[src/rtl/vram_port_arbiter.sv]
// Round-robin arbiter sharing video_memory port A between command engines, with burst lock
// and a read-tag pipeline. Define VRAM_ARB_PRIO_EN to give requester 0 strict preemptive priority.
module vram_port_arbiter #(
  parameter int NUM_REQ    = 3,
  parameter int ADDR_W     = 17,
  parameter int DATA_W     = 8,
  parameter int RD_LATENCY = 1,
  parameter int MAX_BURST  = 16
) (
  input  logic                      video_clk,
  input  logic                      reset,
  input  logic [NUM_REQ-1:0]        req_valid,
  output logic [NUM_REQ-1:0]        req_ready,
  input  logic [NUM_REQ-1:0]        req_we,
  input  logic [NUM_REQ-1:0]        req_lock,
  input  logic [NUM_REQ*ADDR_W-1:0] req_addr,
  input  logic [NUM_REQ*DATA_W-1:0] req_wdata,
  output logic [NUM_REQ-1:0]        rsp_valid,
  output logic [DATA_W-1:0]         rsp_rdata,
  output logic [ADDR_W-1:0]         mem_addr,
  output logic [DATA_W-1:0]         mem_wdata,
  output logic                      mem_we,
  input  logic [DATA_W-1:0]         mem_rdata,
  output logic [1:0]                grant_id,
  output logic                      busy
);

  localparam int CNT_W = $clog2(MAX_BURST + 1);

  typedef enum logic {ARB, LOCKED} state_t;

  state_t             state_q, state_d;
  logic [1:0]         ptr_q, ptr_d;
  logic [1:0]         owner_q, owner_d;
  logic [1:0]         grant_id_q, grant_id_d;
  logic [CNT_W-1:0]   burst_q, burst_d, burst_inc;
  logic [NUM_REQ-1:0] grant;
  logic [1:0]         win;
  logic [1:0]         scan_idx;
  logic               accept;
  logic               preempt;
  logic [NUM_REQ-1:0] new_tag;
  logic [NUM_REQ-1:0] tag_q [RD_LATENCY+1];
  logic               pipe_any;
  logic [ADDR_W-1:0]  mem_addr_q;
  logic [DATA_W-1:0]  mem_wdata_q;
  logic               mem_we_q;

  // Winner selection: the lock owner only, otherwise the first valid requester after the pointer.
  always_comb begin
    grant    = '0;
    win      = ptr_q;
    preempt  = 1'b0;
    scan_idx = '0;
    if (state_q == LOCKED) begin
      if (req_valid[owner_q]) begin
        grant[owner_q] = 1'b1;
        win            = owner_q;
      end
    end else begin
      for (int k = NUM_REQ; k >= 1; k--) begin
        scan_idx = 2'((int'(ptr_q) + k) % NUM_REQ);
        if (req_valid[scan_idx]) begin
          grant           = '0;
          grant[scan_idx] = 1'b1;
          win             = scan_idx;
        end
      end
    end
`ifdef VRAM_ARB_PRIO_EN
    if (req_valid[0]) begin
      grant    = '0;
      grant[0] = 1'b1;
      win      = '0;
      preempt  = 1'b1;
    end
`endif
  end

  assign accept    = |grant;
  assign burst_inc = burst_q + CNT_W'(1);

  // A preemptive grant leaves the pointer, lock state and burst count untouched.
  always_comb begin
    state_d    = state_q;
    ptr_d      = ptr_q;
    owner_d    = owner_q;
    burst_d    = burst_q;
    grant_id_d = grant_id_q;
    if (accept) begin
      grant_id_d = win;
    end
    if (accept && !preempt) begin
      if (state_q == ARB) begin
        ptr_d = win;
        if (req_lock[win] && (MAX_BURST > 1)) begin
          state_d = LOCKED;
          owner_d = win;
          burst_d = CNT_W'(1);
        end
      end else begin
        burst_d = burst_inc;
        if (!req_lock[owner_q] || (burst_inc == CNT_W'(MAX_BURST))) begin
          state_d = ARB;
          burst_d = '0;
        end
      end
    end else if (!preempt && (state_q == LOCKED) && !req_lock[owner_q]) begin
      state_d = ARB;
      burst_d = '0;
    end
  end

  always_ff @(posedge video_clk or posedge reset) begin
    if (reset) begin
      state_q    <= ARB;
      ptr_q      <= 2'(NUM_REQ - 1);
      owner_q    <= '0;
      burst_q    <= '0;
      grant_id_q <= 2'(NUM_REQ - 1);
    end else begin
      state_q    <= state_d;
      ptr_q      <= ptr_d;
      owner_q    <= owner_d;
      burst_q    <= burst_d;
      grant_id_q <= grant_id_d;
    end
  end

  always_ff @(posedge video_clk or posedge reset) begin
    if (reset) begin
      mem_addr_q  <= '0;
      mem_wdata_q <= '0;
      mem_we_q    <= 1'b0;
    end else begin
      mem_we_q <= accept && req_we[win];
      if (accept) begin
        mem_addr_q  <= req_addr[win*ADDR_W +: ADDR_W];
        mem_wdata_q <= req_wdata[win*DATA_W +: DATA_W];
      end
    end
  end

  // One-hot read tags ride alongside the memory latency so data returns to its issuer.
  assign new_tag = (accept && !req_we[win]) ? grant : '0;

  always_ff @(posedge video_clk or posedge reset) begin
    if (reset) begin
      for (int i = 0; i <= RD_LATENCY; i++) begin
        tag_q[i] <= '0;
      end
    end else begin
      tag_q[0] <= new_tag;
      for (int i = 1; i <= RD_LATENCY; i++) begin
        tag_q[i] <= tag_q[i-1];
      end
    end
  end

  always_comb begin
    pipe_any = 1'b0;
    for (int i = 0; i <= RD_LATENCY; i++) begin
      pipe_any = pipe_any | (|tag_q[i]);
    end
  end

  assign req_ready = grant;
  assign rsp_valid = tag_q[RD_LATENCY];
  // mem_rdata already comes straight off the BRAM output register.
  assign rsp_rdata = (|tag_q[RD_LATENCY]) ? mem_rdata : '0;
  assign mem_addr  = mem_addr_q;
  assign mem_wdata = mem_wdata_q;
  assign mem_we    = mem_we_q;
  assign grant_id  = grant_id_q;
  assign busy      = pipe_any || (state_q == LOCKED);

endmodule

[config.mk]
export PLATFORM = sky130hd
export DESIGN_NAME = vram_port_arbiter
export DESIGN_NICKNAME = d
export VERILOG_FILES = /design/src/rtl/vram_port_arbiter.sv
export SDC_FILE = /design/constraint.sdc
export NUM_CORES = 1
export LEC_CHECK = 0
export ABC_AREA = 1
export CORE_ASPECT_RATIO = 1.2
export CORE_MARGIN = 1
export CORE_UTILIZATION = 46
export CTS_CLUSTER_SIZE = 14
export DETAILED_ROUTE_END_ITERATION = 10
export PLACE_DENSITY = 0.87
export RECOVER_POWER = 25
export SYNTH_ARGS = -nofsm -noshare
export SYNTH_HDL_FRONTEND = slang
export SYNTH_SLANG_ARGS = --single-unit
[constraint.sdc]
create_clock -name video_clk -period 5.9 [get_ports video_clk]
set_input_delay 1.475 -clock video_clk [delete_from_list [all_inputs] [get_ports video_clk]]
set_output_delay 1.475 -clock video_clk [all_outputs]
set_load 0.01 [all_outputs]
==> results of run 1 <==
-- power by group --
group | total [W] | switching (W) | internal [W]
clock network | 0.000229 | 0.000103 | 0.000126
registers | 0.000553 | 0.0000813 | 0.000472
logic | 0.00255 | 0.00161 | 0.000939
total | 0.00333 | 0.00179 | 0.00154
-- synth_stat cells, types with 2 or more instances --
cell and n:
sky130_fd_sc_hd__buf_6 4, sky130_fd_sc_hd__or2_2 15, sky130_fd_sc_hd__a21oi_1 5, sky130_fd_sc_hd__inv_2 5, sky130_fd_sc_hd__buf_4 7, sky130_fd_sc_hd__nand3_1 68, sky130_fd_sc_hd__nand2_1 86, sky130_fd_sc_hd__o211ai_1 15
sky130_fd_sc_hd__inv_1 41, sky130_fd_sc_hd__nand2_4 2, sky130_fd_sc_hd__dfrtp_1 42, sky130_fd_sc_hd__o21ai_0 10, sky130_fd_sc_hd__nor3_1 3, sky130_fd_sc_hd__dfstp_2 2, sky130_fd_sc_hd__nor2_1 28, sky130_fd_sc_hd__o211ai_2 9
sky130_fd_sc_hd__buf_2 7, sky130_fd_sc_hd__nor2_4 2, sky130_fd_sc_hd__or2_1 3, sky130_fd_sc_hd__a21oi_2 15, sky130_fd_sc_hd__nand3_2 2, sky130_fd_sc_hd__inv_4 2, sky130_fd_sc_hd__ha_1 5, sky130_fd_sc_hd__nand2_2 10
sky130_fd_sc_hd__o21ai_1 3
-- per-stage QoR --
stage	cell area [um2]	hold slack (ps)	total power [W]
after floorplan	3060	355	0.00250
after global placement	4390	362	0.00302
after detailed placement	4390	363	0.00310
after CTS	4500	383	0.00334
after global routing	4500	386	0.00362
final	4500	380	0.00333
-- final cells by class --
class                      instances  area (um2)
clock buffer                       6        72.6
clock inverter                     2        35.0
fill                             543        1910
inverter                          49         194
multi-input combinational        290        1620
sequential                        44        1100
tap                               85         106
timing repair buffer             136        1360
-- state kept, by name (all words and copies together) (netlist names) --
signal and count:
rsp_valid 3, mem_we 1, burst_q 5, mem_addr 17, owner_q 2, grant_id 2
tag_q 3, mem_wdata 8, state_q 1, ptr_q 2
-- logic make-up (layout without fill, tap and decap cells) --
kind of cell | Yosys count | in the layout
compound gates | 61 | 61
xor+xnor | 2 | 2
fa+ha+maj | 5 | 5
buf+inv | 68 | 193
flops | 44 | 44
simple gates | 222 | 222
-- routing by layer --
layer	up-vias	part of all wire	global-route usage
li1	1566	-	-
met1	1522	0.38	0.303
met2	127	0.54	0.502
met3	23	0.052	0.0472
met4	0	0.030	0.0913
met5	-	0	0
-- final timing paths --
kind                       slack, ps  cells after the start                 endpoint
max                             1040                     11             req_ready[2]
min                              380                      0   rsp_valid[0]$_DFF_PP0_
max reg2reg                     2390                     17       tag_q[3]$_DFF_PP0_
min reg2reg                      380                      0   rsp_valid[0]$_DFF_PP0_
max in group asynchronous       2760                      2     ptr_q[0]$_DFFE_PP0P_
min in group asynchronous       2150                      2  mem_addr[1]$_DFFE_PP0P_
-- placed cells by master, fill, tap and decap left out, types with 2 or more instances in the layout --
cell type / synthesis / final
sky130_fd_sc_hd__clkbuf_8: 0 / 5
sky130_fd_sc_hd__nor3_1: 3 / 3
sky130_fd_sc_hd__o211ai_2: 9 / 9
sky130_fd_sc_hd__o211ai_1: 15 / 15
sky130_fd_sc_hd__clkdlybuf4s50_1: 0 / 135
sky130_fd_sc_hd__inv_2: 5 / 5
sky130_fd_sc_hd__nand2_2: 10 / 10
sky130_fd_sc_hd__inv_4: 2 / 2
sky130_fd_sc_hd__inv_1: 41 / 41
sky130_fd_sc_hd__nand2_1: 86 / 86
sky130_fd_sc_hd__nor2_4: 2 / 2
sky130_fd_sc_hd__or2_2: 15 / 15
sky130_fd_sc_hd__nand3_2: 2 / 2
sky130_fd_sc_hd__ha_1: 5 / 5
sky130_fd_sc_hd__nor2_1: 28 / 28
sky130_fd_sc_hd__dfstp_2: 2 / 2
sky130_fd_sc_hd__a21oi_2: 15 / 15
sky130_fd_sc_hd__a21oi_1: 5 / 5
sky130_fd_sc_hd__o21ai_1: 3 / 3
sky130_fd_sc_hd__or2_1: 3 / 3
sky130_fd_sc_hd__dfrtp_1: 42 / 42
sky130_fd_sc_hd__nand2_4: 2 / 2
sky130_fd_sc_hd__o21ai_0: 10 / 10
sky130_fd_sc_hd__nand3_1: 68 / 68
-- worst max-delay path, cell delays in order --
cell and delay, ps:
sky130_fd_sc_hd__clkdlybuf4s50_1 530, sky130_fd_sc_hd__inv_1 80, sky130_fd_sc_hd__nand2_1 90, sky130_fd_sc_hd__nand2_1 60
sky130_fd_sc_hd__nand2_1 60, sky130_fd_sc_hd__nand2_2 110, sky130_fd_sc_hd__nand3_1 100, sky130_fd_sc_hd__o21ai_0 100
sky130_fd_sc_hd__a21oi_2 250, sky130_fd_sc_hd__inv_1 60, sky130_fd_sc_hd__clkdlybuf4s50_1 470
==> implementation parameters, run 1 <==
Parameter                              Value

Detailed routing
  Routed via count divided by cell count    5.29
  DRC violations left    0
  Via total after detailed routing    3238
  Antenna-violating nets left    0
  Avg WL per Cell    15.1 um
  WL final    9220 um
  DRC marker count from the first detailed-route iteration    176
  First-pass iteration count of the detailed router    5

Worst setup path
  CP Capture Type    output port
  Worst path arrival time    3390 ps
  Critical setup path kind    input pin to output port
  Critical path launch point type    input pin
  Crit. Startpoint    req_valid[1]
  Max Fanout on Critical Path    8
  Worst endpoint required time    4430 ps
  Reg-to-reg startpoint    ptr_q[0]$_DFFE_PP0P_

GRT
  Number of global-route vias before repair    3136
  Largest net degree at the start of global routing    45
  Number of antenna violations at the first check in global routing    0
  Global router's overall resource usage    0.268
  First-pass GRT wire length    14900 um
  Gr ovfl total    0

Cells and area
  Layout cells sized above 1    0.144
  Total Nets Final    625
  Fin cells    612
  Utilization after layout    0.702
  Synthesis-to-finish area growth    47.1%
  Diode count    0

Placement
  Post-detail-place hpwl    6930 um
  Port-buffer cells    136
  RePlAce Congestion    0.845
  Cells after DPL    604
  Post-place setup slack    1050 ps

Synthesis
  Ys flop type    sky130_fd_sc_hd__dfrtp_1
  Number of storage elements in the synthesis netlist    44
  Multiplexer area fraction after synthesis    0
  Net Count, Synth    501
  Ranking of synthesized cells by area    sky130_fd_sc_hd__dfrtp_1 (34%), sky130_fd_sc_hd__nand3_1 (11%), sky130_fd_sc_hd__nand2_1 (11%), sky130_fd_sc_hd__inv_1 (5.0%), sky130_fd_sc_hd__a21oi_2 (4.3%)
  Basic-gate share of the synthesized area counting and, or, nand and nor cells    0.343
  Post-synthesis xor/xnor area fraction    0.00573
  Largest area contributor in the synthesized netlist    sky130_fd_sc_hd__dfrtp_1
  Proportion of synthesized chip area in sequential cells    0.361
  Largest family of logic cells by synthesized area    simple AND/OR/NAND/NOR gates
  Avg Inst Size Synth    7.61 um2
  Adder and majority gate portion of the synthesized area    0.0205
  Area fraction in compound gates after synthesis    0.162
  Synth async-reset ratio    1.00
  Yosys warns    0
  Post-synth EDFFs    0
  Fraction of synthesized cell area taken by the top area cell type    0.344
  Cell count after synthesis    402
  Number of distinct library cells after synthesis    36
  Netlist Area Pre-Place    3060 um2

Die
  Total Die Area    6980 um2
  Initial Util    0.477
  Top-Level Pins    137
  Die span in y    91.3 um
  Area of the placeable core    6410 um2
  Die width    76.4 um
  Count of standard-cell rows    32

Timing
  Share of the cycle needed by the critical path after routing    0.825
  Final worst-path setup slack    1040 ps
  Slew at the pin closest to its max-slew limit    1690 ps
  Fin crit period    4860 ps
  Final-report max-slew violation count    45
  Number of hold violations in the final report    0
  Worst rel slew slack    -0.127
  Worst setup skew after layout    6.11 ps
  Final setup violation count    0
  Summed negative setup slack over all endpoints    0 ps
  Max Clock Freq    206 MHz
  Unrepaired setup endpoints after global routing    no

Clocking
  Maximum level of the CTS H-tree    2
  Clock-pin slew on the worst setup and hold paths    80 ps
  Post-CTS Resized    0
  Postcts setup bufs    0
  Clock insertion delay at the later pin of the skew report    300 ps
  Cell at the root of the clock tree    sky130_fd_sc_hd__clkbuf_8
  Post-CTS Hold Fix Bufs    0
  Num CTS Buffers    5
  CTS max path bufs    2
  Number of sinks handled by clock tree synthesis    44
  TritonCTS clock tree    yes

Power and ir drop
  Power per unit of standard cell area    740 nW/um2
  Leakage power    2.06 nW
  Maximum ir drop on the vdd rail    458 uV

Status
  Violated checks    capacitance limit, slew limit
  Result of the run    finished with violations

Flow run
  Number of violations of the max-capacitance limit    1

Worst hold path
  Worst hold path class    flip-flop to flip-flop
  Hold wc startpoint    tag_q[3]$_DFF_PP0_
(Power assumes the default switching activity.)
==> run 2: changes to the inputs <==
- CORE_UTILIZATION: 46 -> 38
- PLACE_DENSITY: 0.87 -> 0.77
- clock period: 5.9 -> 4.3 ns (I/O delays scaled with it)
==> run 2 against run 1 <==
  * The run ends with DRC, capacitance limit, slew limit left
  * Final area is 0.95% higher
  * Global-route usage is 5.3 points lower
  * Routed wire length decreased by 3.3%
  * First-iteration DRC count is 9.1% lower
  * Sequential power up 36%
  * Power increased by 38%
==> implementation parameters, run 2 (same netlist as run 1, synthesis figures left out) <==
Parameter                              Value

Clocking
  CTS max path bufs    2 (unchanged)
  Postcts setup bufs    0 (unchanged)
  Cell at the root of the clock tree    sky130_fd_sc_hd__clkbuf_8
  Number of sinks handled by clock tree synthesis    44 (unchanged)
  Post-CTS Resized    0 (unchanged)
  Clock-pin slew on the worst setup and hold paths    80 ps (about the same)
  Maximum level of the CTS H-tree    2 (unchanged)
  Clock insertion delay at the later pin of the skew report    300 ps (about the same)
  TritonCTS clock tree    yes
  Post-CTS Hold Fix Bufs    0 (unchanged)
  Num CTS Buffers    5 (unchanged)

Cells and area
  Fill cells    717 (+32%)
  Total Nets Final    627 (+0.32%)
  Largest register FFs    17 (unchanged)
  Diode count    0 (unchanged)
  Synthesis-to-finish area growth    48.4%
  Most frequent standard cell in the layout excluding fill and tap cells    sky130_fd_sc_hd__clkdlybuf4s50_1
  Most used cells in the layout excluding fill and tap cells    sky130_fd_sc_hd__clkdlybuf4s50_1 (135), sky130_fd_sc_hd__nand2_1 (86), sky130_fd_sc_hd__nand3_1 (68)
  Layout cells sized above 1    0.149 (+0.00513)

Flow run
  Number of violations of the max-capacitance limit    1 (unchanged)

GRT
  Number of antenna violations at the first check in global routing    0 (unchanged)
  Gr ovfl total    0 (unchanged)
  Number of global-route vias before repair    3026 (-3.5%)
  Largest net degree at the start of global routing    45 (unchanged)
  First-pass GRT wire length    14700 um (-1.8%)
  Global router's overall resource usage    0.215 (-0.0530)

Timing
  Worst setup skew after layout    7.31 ps (+1.20 ps)
  Unrepaired setup endpoints after global routing    no
  Summed negative setup slack over all endpoints    0 ps (unchanged)
  Fin crit period    4060 ps
  Final-report max-slew violation count    45 (unchanged)
  Slew at the pin closest to its max-slew limit    1690 ps (-1.38 ps)
  Max Clock Freq    246 MHz
  Final setup violation count    0 (unchanged)
  Number of hold violations in the final report    0 (unchanged)
  Share of the cycle needed by the critical path after routing    0.945
  Worst rel slew slack    -0.127 (+0.000918)

Detailed routing
  WL final    8920 um (-3.3%)
  DRC violations left    4 (+4)
  Avg WL per Cell    14.4 um (-4.7%)
  First-pass iteration count of the detailed router    7 (+2)
  Antenna-violating nets left    0 (unchanged)
  Via total after detailed routing    3142 (-3.0%)
  Routed via count divided by cell count    5.06 (-4.4%)
  DRC marker count from the first detailed-route iteration    160 (-9.1%)

Die
  Initial Util    0.395 (-0.0828)
  Area of the placeable core    7750 um2 (+21%)
  Die width    83.9 um (+9.8%)
  Top-Level Pins    137 (unchanged)
  Count of standard-cell rows    35 (+9.4%)
  Total Die Area    8410 um2 (+21%)
  Die span in y    100 um (+9.8%)

Worst setup path
  Critical path launch point type    input pin
  Critical setup path kind    input pin to output port
  Worst path arrival time    2990 ps (-400 ps)
  Worst endpoint required time    3220 ps (-1210 ps)
  Max Fanout on Critical Path    8 (unchanged)
  CP Capture Type    output port

Placement
  Port-buffer cells    136 (unchanged)
  Post-detail-place hpwl    6620 um (-4.6%)
  RePlAce Congestion    0.883 (+4.5%)

Power and ir drop
  Power per unit of standard cell area    1010 nW/um2 (+37%)
  Maximum ir drop on the vdd rail    680 uV (+49%)
  Leakage power    2.08 nW (+0.92%)
  Final total power    0.00459 W (+38%)

Status
  Result of the run    finished with violations
  Violated checks    DRC, capacitance limit, slew limit

Worst hold path
  Worst hold path class    flip-flop to flip-flop
-- run 2: metrics by stage --
stage	std cells	hold slack [ps]	setup slack, ps	util	instance area (um2)
global route	621	403	84.2	0.586	4540
global placement	613	362	303	0.569	4410
finish	621	377	236	0.586	4540
CTS	621	380	245	0.586	4540
detailed placement	613	360	248	0.569	4410
floorplan	402	355	1380	-	3060
-- run 2: cell type report --
type,instances,area [um2],share of cell area
clock inverter,1,30.0,0.00662
tap,92,115,0.0254
multi-input combinational,290,1620,0.358
sequential,44,1100,0.243
timing repair buffer,138,1380,0.303
inverter,49,194,0.0427
clock buffer,7,96.3,0.0212
-- run 2: routing by layer --
metal  wire length (um)  global-route usage  share of wire  vias to the layer above
met3                441              0.0329          0.049                       17
li1                   -                   -              -                     1566
met4                223              0.0729          0.025                        0
met1               3580               0.263           0.40                     1448
met5                  0                   0              0                        -
met2               4670               0.387           0.52                      111
-- run 2: path summary, 6_finish.rpt --
check | startpoint | to | slack, ps | cells after the start
min | tag_q[5]$_DFF_PP0_ | rsp_valid[2]$_DFF_PP0_ | 380 | 0
max | req_valid[1] | req_ready[2] | 240 | 11
min in group asynchronous | reset | mem_addr[0]$_DFFE_PP0P_ | 1730 | 2
min reg2reg | tag_q[5]$_DFF_PP0_ | rsp_valid[2]$_DFF_PP0_ | 380 | 0
max in group asynchronous | reset | mem_addr[2]$_DFFE_PP0P_ | 1580 | 2
max reg2reg | ptr_q[0]$_DFFE_PP0P_ | owner_q[0]$_DFFE_PP0P_ | 1350 | 20
-- run 2: power breakdown --
group | internal (W) | leakage [nW] | switching (W)
combinational | 0.00132 | 1.46 | 0.00217
sequential | 0.000647 | 0.550 | 0.000106
clock | 0.000205 | 0.0645 | 0.000149
total | 0.00217 | 2.08 | 0.00242
-- run 2: critical path: stages --
cell and delay (ps):
sky130_fd_sc_hd__clkdlybuf4s50_1 530, sky130_fd_sc_hd__inv_1 80, sky130_fd_sc_hd__nand2_1 80, sky130_fd_sc_hd__nand2_1 60, sky130_fd_sc_hd__nand2_1 70, sky130_fd_sc_hd__nand2_2 110, sky130_fd_sc_hd__nand3_1 100, sky130_fd_sc_hd__o21ai_0 100
sky130_fd_sc_hd__a21oi_2 250, sky130_fd_sc_hd__inv_1 70, sky130_fd_sc_hd__clkdlybuf4s50_1 480
==> run 3: changes to the inputs <==
- MAX_ROUTING_LAYER: default -> met4
- SKIP_CTS_REPAIR_TIMING: default -> 1
==> run 3 against run 2 <==
  * The run still ends with DRC, capacitance limit, slew limit left
  * Utilization decreased by 0.44 points
  * Sequential share of layout area is 0.18 points higher
  * Routed wire length rose by 0.72%
  * Clock-buffer cell count shrank 1
  * Register-to-register slack worse by 20 ps
  * Global-route usage increased by 0.94 points
==> implementation parameters, run 3 (same netlist as run 1, synthesis figures left out) <==
Parameter                              Value

Cells and area
  Design Area, Final    4510 um2 (-0.74%)
  Total Nets Final    627 (unchanged)
  Synthesis-to-finish area growth    47.3%
  Layout cells sized above 1    0.149 (unchanged)
  Most frequent standard cell in the layout excluding fill and tap cells    sky130_fd_sc_hd__clkdlybuf4s50_1
  Diode count    0 (unchanged)
  Largest register FFs    17 (unchanged)
  Most used cells in the layout excluding fill and tap cells    sky130_fd_sc_hd__clkdlybuf4s50_1 (135), sky130_fd_sc_hd__nand2_1 (86), sky130_fd_sc_hd__nand3_1 (68)
  Fin cells    621 (unchanged)

Worst setup path
  Worst path cell trace    clkdlybuf4s50_1 > inv_1 > nand2_1 > nand2_1 > nand2_1 > nand2_2 > nand3_1 > o21ai_0 > a21oi_2 > inv_1 > clkdlybuf4s50_1
  Critical path launch point type    input pin
  Number of buffers and inverters on the critical path    4 (unchanged)
  Cell mode on critical path    sky130_fd_sc_hd__nand2_1
  Max Fanout on Critical Path    8 (unchanged)
  CP Capture Type    output port
  Worst endpoint required time    3220 ps (about the same)
  Critical setup path kind    input pin to output port
  Biggest cell delay along the critical path    530 ps (about the same)
  Cell family with most CP delay    buffers and inverters
  Highest-delay cell along the critical path    sky130_fd_sc_hd__clkdlybuf4s50_1
  Worst path arrival time    2970 ps (-20 ps)

Timing
  Slew at the pin closest to its max-slew limit    1700 ps (+8.53 ps)
  Summed negative setup slack over all endpoints    0 ps (unchanged)
  Fin crit period    4040 ps (-24.3 ps)
  Worst Hold Slack    379 ps (+2.01 ps)
  Worst rel slew slack    -0.132 (-0.00569)
  Worst setup skew after layout    3.97 ps (-3.34 ps)
  Number of hold violations in the final report    0 (unchanged)
  Share of the cycle needed by the critical path after routing    0.940 (-0.00564)
  Max Clock Freq    248 MHz (+0.60%)
  Final setup violation count    0 (unchanged)
  Unrepaired setup endpoints after global routing    no
  Final-report max-slew violation count    45 (unchanged)

Clocking
  Cell at the root of the clock tree    sky130_fd_sc_hd__clkbuf_8
  CTS max path bufs    2 (unchanged)
  TritonCTS clock tree    yes
  Maximum level of the CTS H-tree    2 (unchanged)
  Num CTS Buffers    5 (unchanged)
  Clock insertion delay at the later pin of the skew report    300 ps (about the same)
  Number of sinks handled by clock tree synthesis    44 (unchanged)
  Clock-pin slew on the worst setup and hold paths    80 ps (about the same)

Die
  Die width    83.9 um (unchanged)
  Initial Util    0.395 (unchanged)
  Total Die Area    8410 um2 (unchanged)
  Count of standard-cell rows    35 (unchanged)
  Top-Level Pins    137 (unchanged)
  Area of the placeable core    7750 um2 (unchanged)
  Die span in y    100 um (unchanged)

Power and ir drop
  Part of the total power dissipated in combinational logic    0.773 (+0.014)
  P_sw    0.00244 W (+0.65%)
  P_int    0.00209 W (-3.6%)
  Sequential fraction of design power    0.167 (+0.003)
  Power per unit of standard cell area    1010 nW/um2 (-0.60%)
  Clock share of power    0.060 (-0.017)
  Sw Share    0.538 (+0.0107)
  Final total power    0.00453 W (-1.3%)
  Leakage power    2.06 nW (-0.65%)
  Maximum ir drop on the vdd rail    595 uV (-12%)

Detailed routing
  DRC marker count from the first detailed-route iteration    142 (-11%)
  Via total after detailed routing    3175 (+1.1%)
  Routed via count divided by cell count    5.11 (+1.1%)
  Antenna-violating nets left    0 (unchanged)
  DRC violations left    4 (unchanged)
  WL final    8980 um (+0.72%)
  First-pass iteration count of the detailed router    7 (unchanged)
  Avg WL per Cell    14.5 um (+0.72%)

Worst hold path
  Worst hold path class    flip-flop to flip-flop

Placement
  Standard cell area after detailed placement    4410 um2 (unchanged)
  Cells after DPL    613 (unchanged)
  Port-buffer cells    136 (unchanged)
  RePlAce Congestion    0.891 (+0.92%)
  Post-detail-place hpwl    6670 um (+0.79%)

GRT
  Number of antenna violations at the first check in global routing    0 (unchanged)
  Met3 capacity usage during global routing    0.0288 (-0.00411)
  Global-route layer with the greatest usage    met2
  Number of global-route vias before repair    3088 (+2.0%)
  Routing usage on met2    0.387 (unchanged)
  Largest net degree at the start of global routing    45 (unchanged)
  Global router's overall resource usage    0.225 (+0.00937)
  Met1 GRT Util    0.267 (+0.00417)
  First-pass GRT wire length    14700 um (+0.52%)
  Gr ovfl total    0 (unchanged)

Status
  Result of the run    finished with violations
  Violated checks    DRC, capacitance limit, slew limit

Flow run
  Number of violations of the max-capacitance limit    1 (unchanged)
==> run 3: cell count changes in the layout (fill, tap and decap cells not counted) <==
cell,previous run,this run
sky130_fd_sc_hd__bufinv_16,1,0
sky130_fd_sc_hd__clkbuf_8,7,6
sky130_fd_sc_hd__clkinv_2,0,2
==> run 3: worst paths after layout <==
path	startpoint	to	slack, ps	depth (start not counted)
min in group asynchronous	reset	mem_addr[0]$_DFFE_PP0P_	1740	2
max in group asynchronous	reset	mem_wdata[0]$_DFFE_PP0P_	1570	2
hold / removal	tag_q[5]$_DFF_PP0_	rsp_valid[2]$_DFF_PP0_	380	0
hold reg to reg	tag_q[5]$_DFF_PP0_	rsp_valid[2]$_DFF_PP0_	380	0
setup reg to reg	ptr_q[0]$_DFFE_PP0P_	owner_q[1]$_DFFE_PP0P_	1330	20
setup / recovery	req_valid[1]	req_ready[2]	260	11
==> run 3: routing by layer <==
layer | part of all wire | wire length, um
met2 | 0.51 | 4590
met1 | 0.42 | 3820
met4 | 0.030 | 266
met3 | 0.034 | 305
met5 | 0 | 0
==> run 3: cell type report <==
| cell class | instances | area (um2) |
|---|---|---|
| Sequential cell | 44 | 1100 |
| Tap cell | 92 | 115 |
| Clock buffer | 6 | 82.6 |
| Multi-Input combinational cell | 290 | 1620 |
| Clock inverter | 2 | 10.0 |
| Timing Repair Buffer | 138 | 1380 |
| Inverter | 49 | 194 |
| Fill cell | 713 | 3250 |
==> run 3: through the flow <==
step                worst slack, ps  utilization
floorplan                      1380            -
global placement                296        0.569
detailed placement              254        0.569
CTS                             252        0.581
global route                    109        0.581
finish                          260        0.581
==> run 3: worst reg2reg max path, cell delays in order, from the launching register on <==
cell	delay, ps
sky130_fd_sc_hd__dfrtp_1	370
sky130_fd_sc_hd__inv_1	100
sky130_fd_sc_hd__ha_1	390
sky130_fd_sc_hd__inv_2	120
sky130_fd_sc_hd__nand2_1	80
sky130_fd_sc_hd__nand2_1	60
sky130_fd_sc_hd__nand2_1	60
sky130_fd_sc_hd__nand2_2	140
sky130_fd_sc_hd__inv_1	60
sky130_fd_sc_hd__nand2_1	70
sky130_fd_sc_hd__nand2_1	50
sky130_fd_sc_hd__inv_1	80
sky130_fd_sc_hd__nand2_2	60
sky130_fd_sc_hd__nand2_2	80
sky130_fd_sc_hd__nor2_4	40
sky130_fd_sc_hd__nand2_4	340
sky130_fd_sc_hd__inv_4	290
sky130_fd_sc_hd__nor2_4	230
sky130_fd_sc_hd__nand3_1	130
sky130_fd_sc_hd__nand2_1	80
sky130_fd_sc_hd__nand2_1	50
==> run 3: power by group through the flow <==
stage | combinational, W | sequential [W] | clock (W)
2_1_floorplan | 0.00262 | 0.000810 | 0
3_3_place_gp | 0.00347 | 0.000756 | 0
3_5_place_dp | 0.00352 | 0.000760 | 0
4_1_cts | 0.00354 | 0.000754 | 0.000281
5_1_grt | 0.00388 | 0.000783 | 0.000298
6_report | 0.00351 | 0.000756 | 0.000272
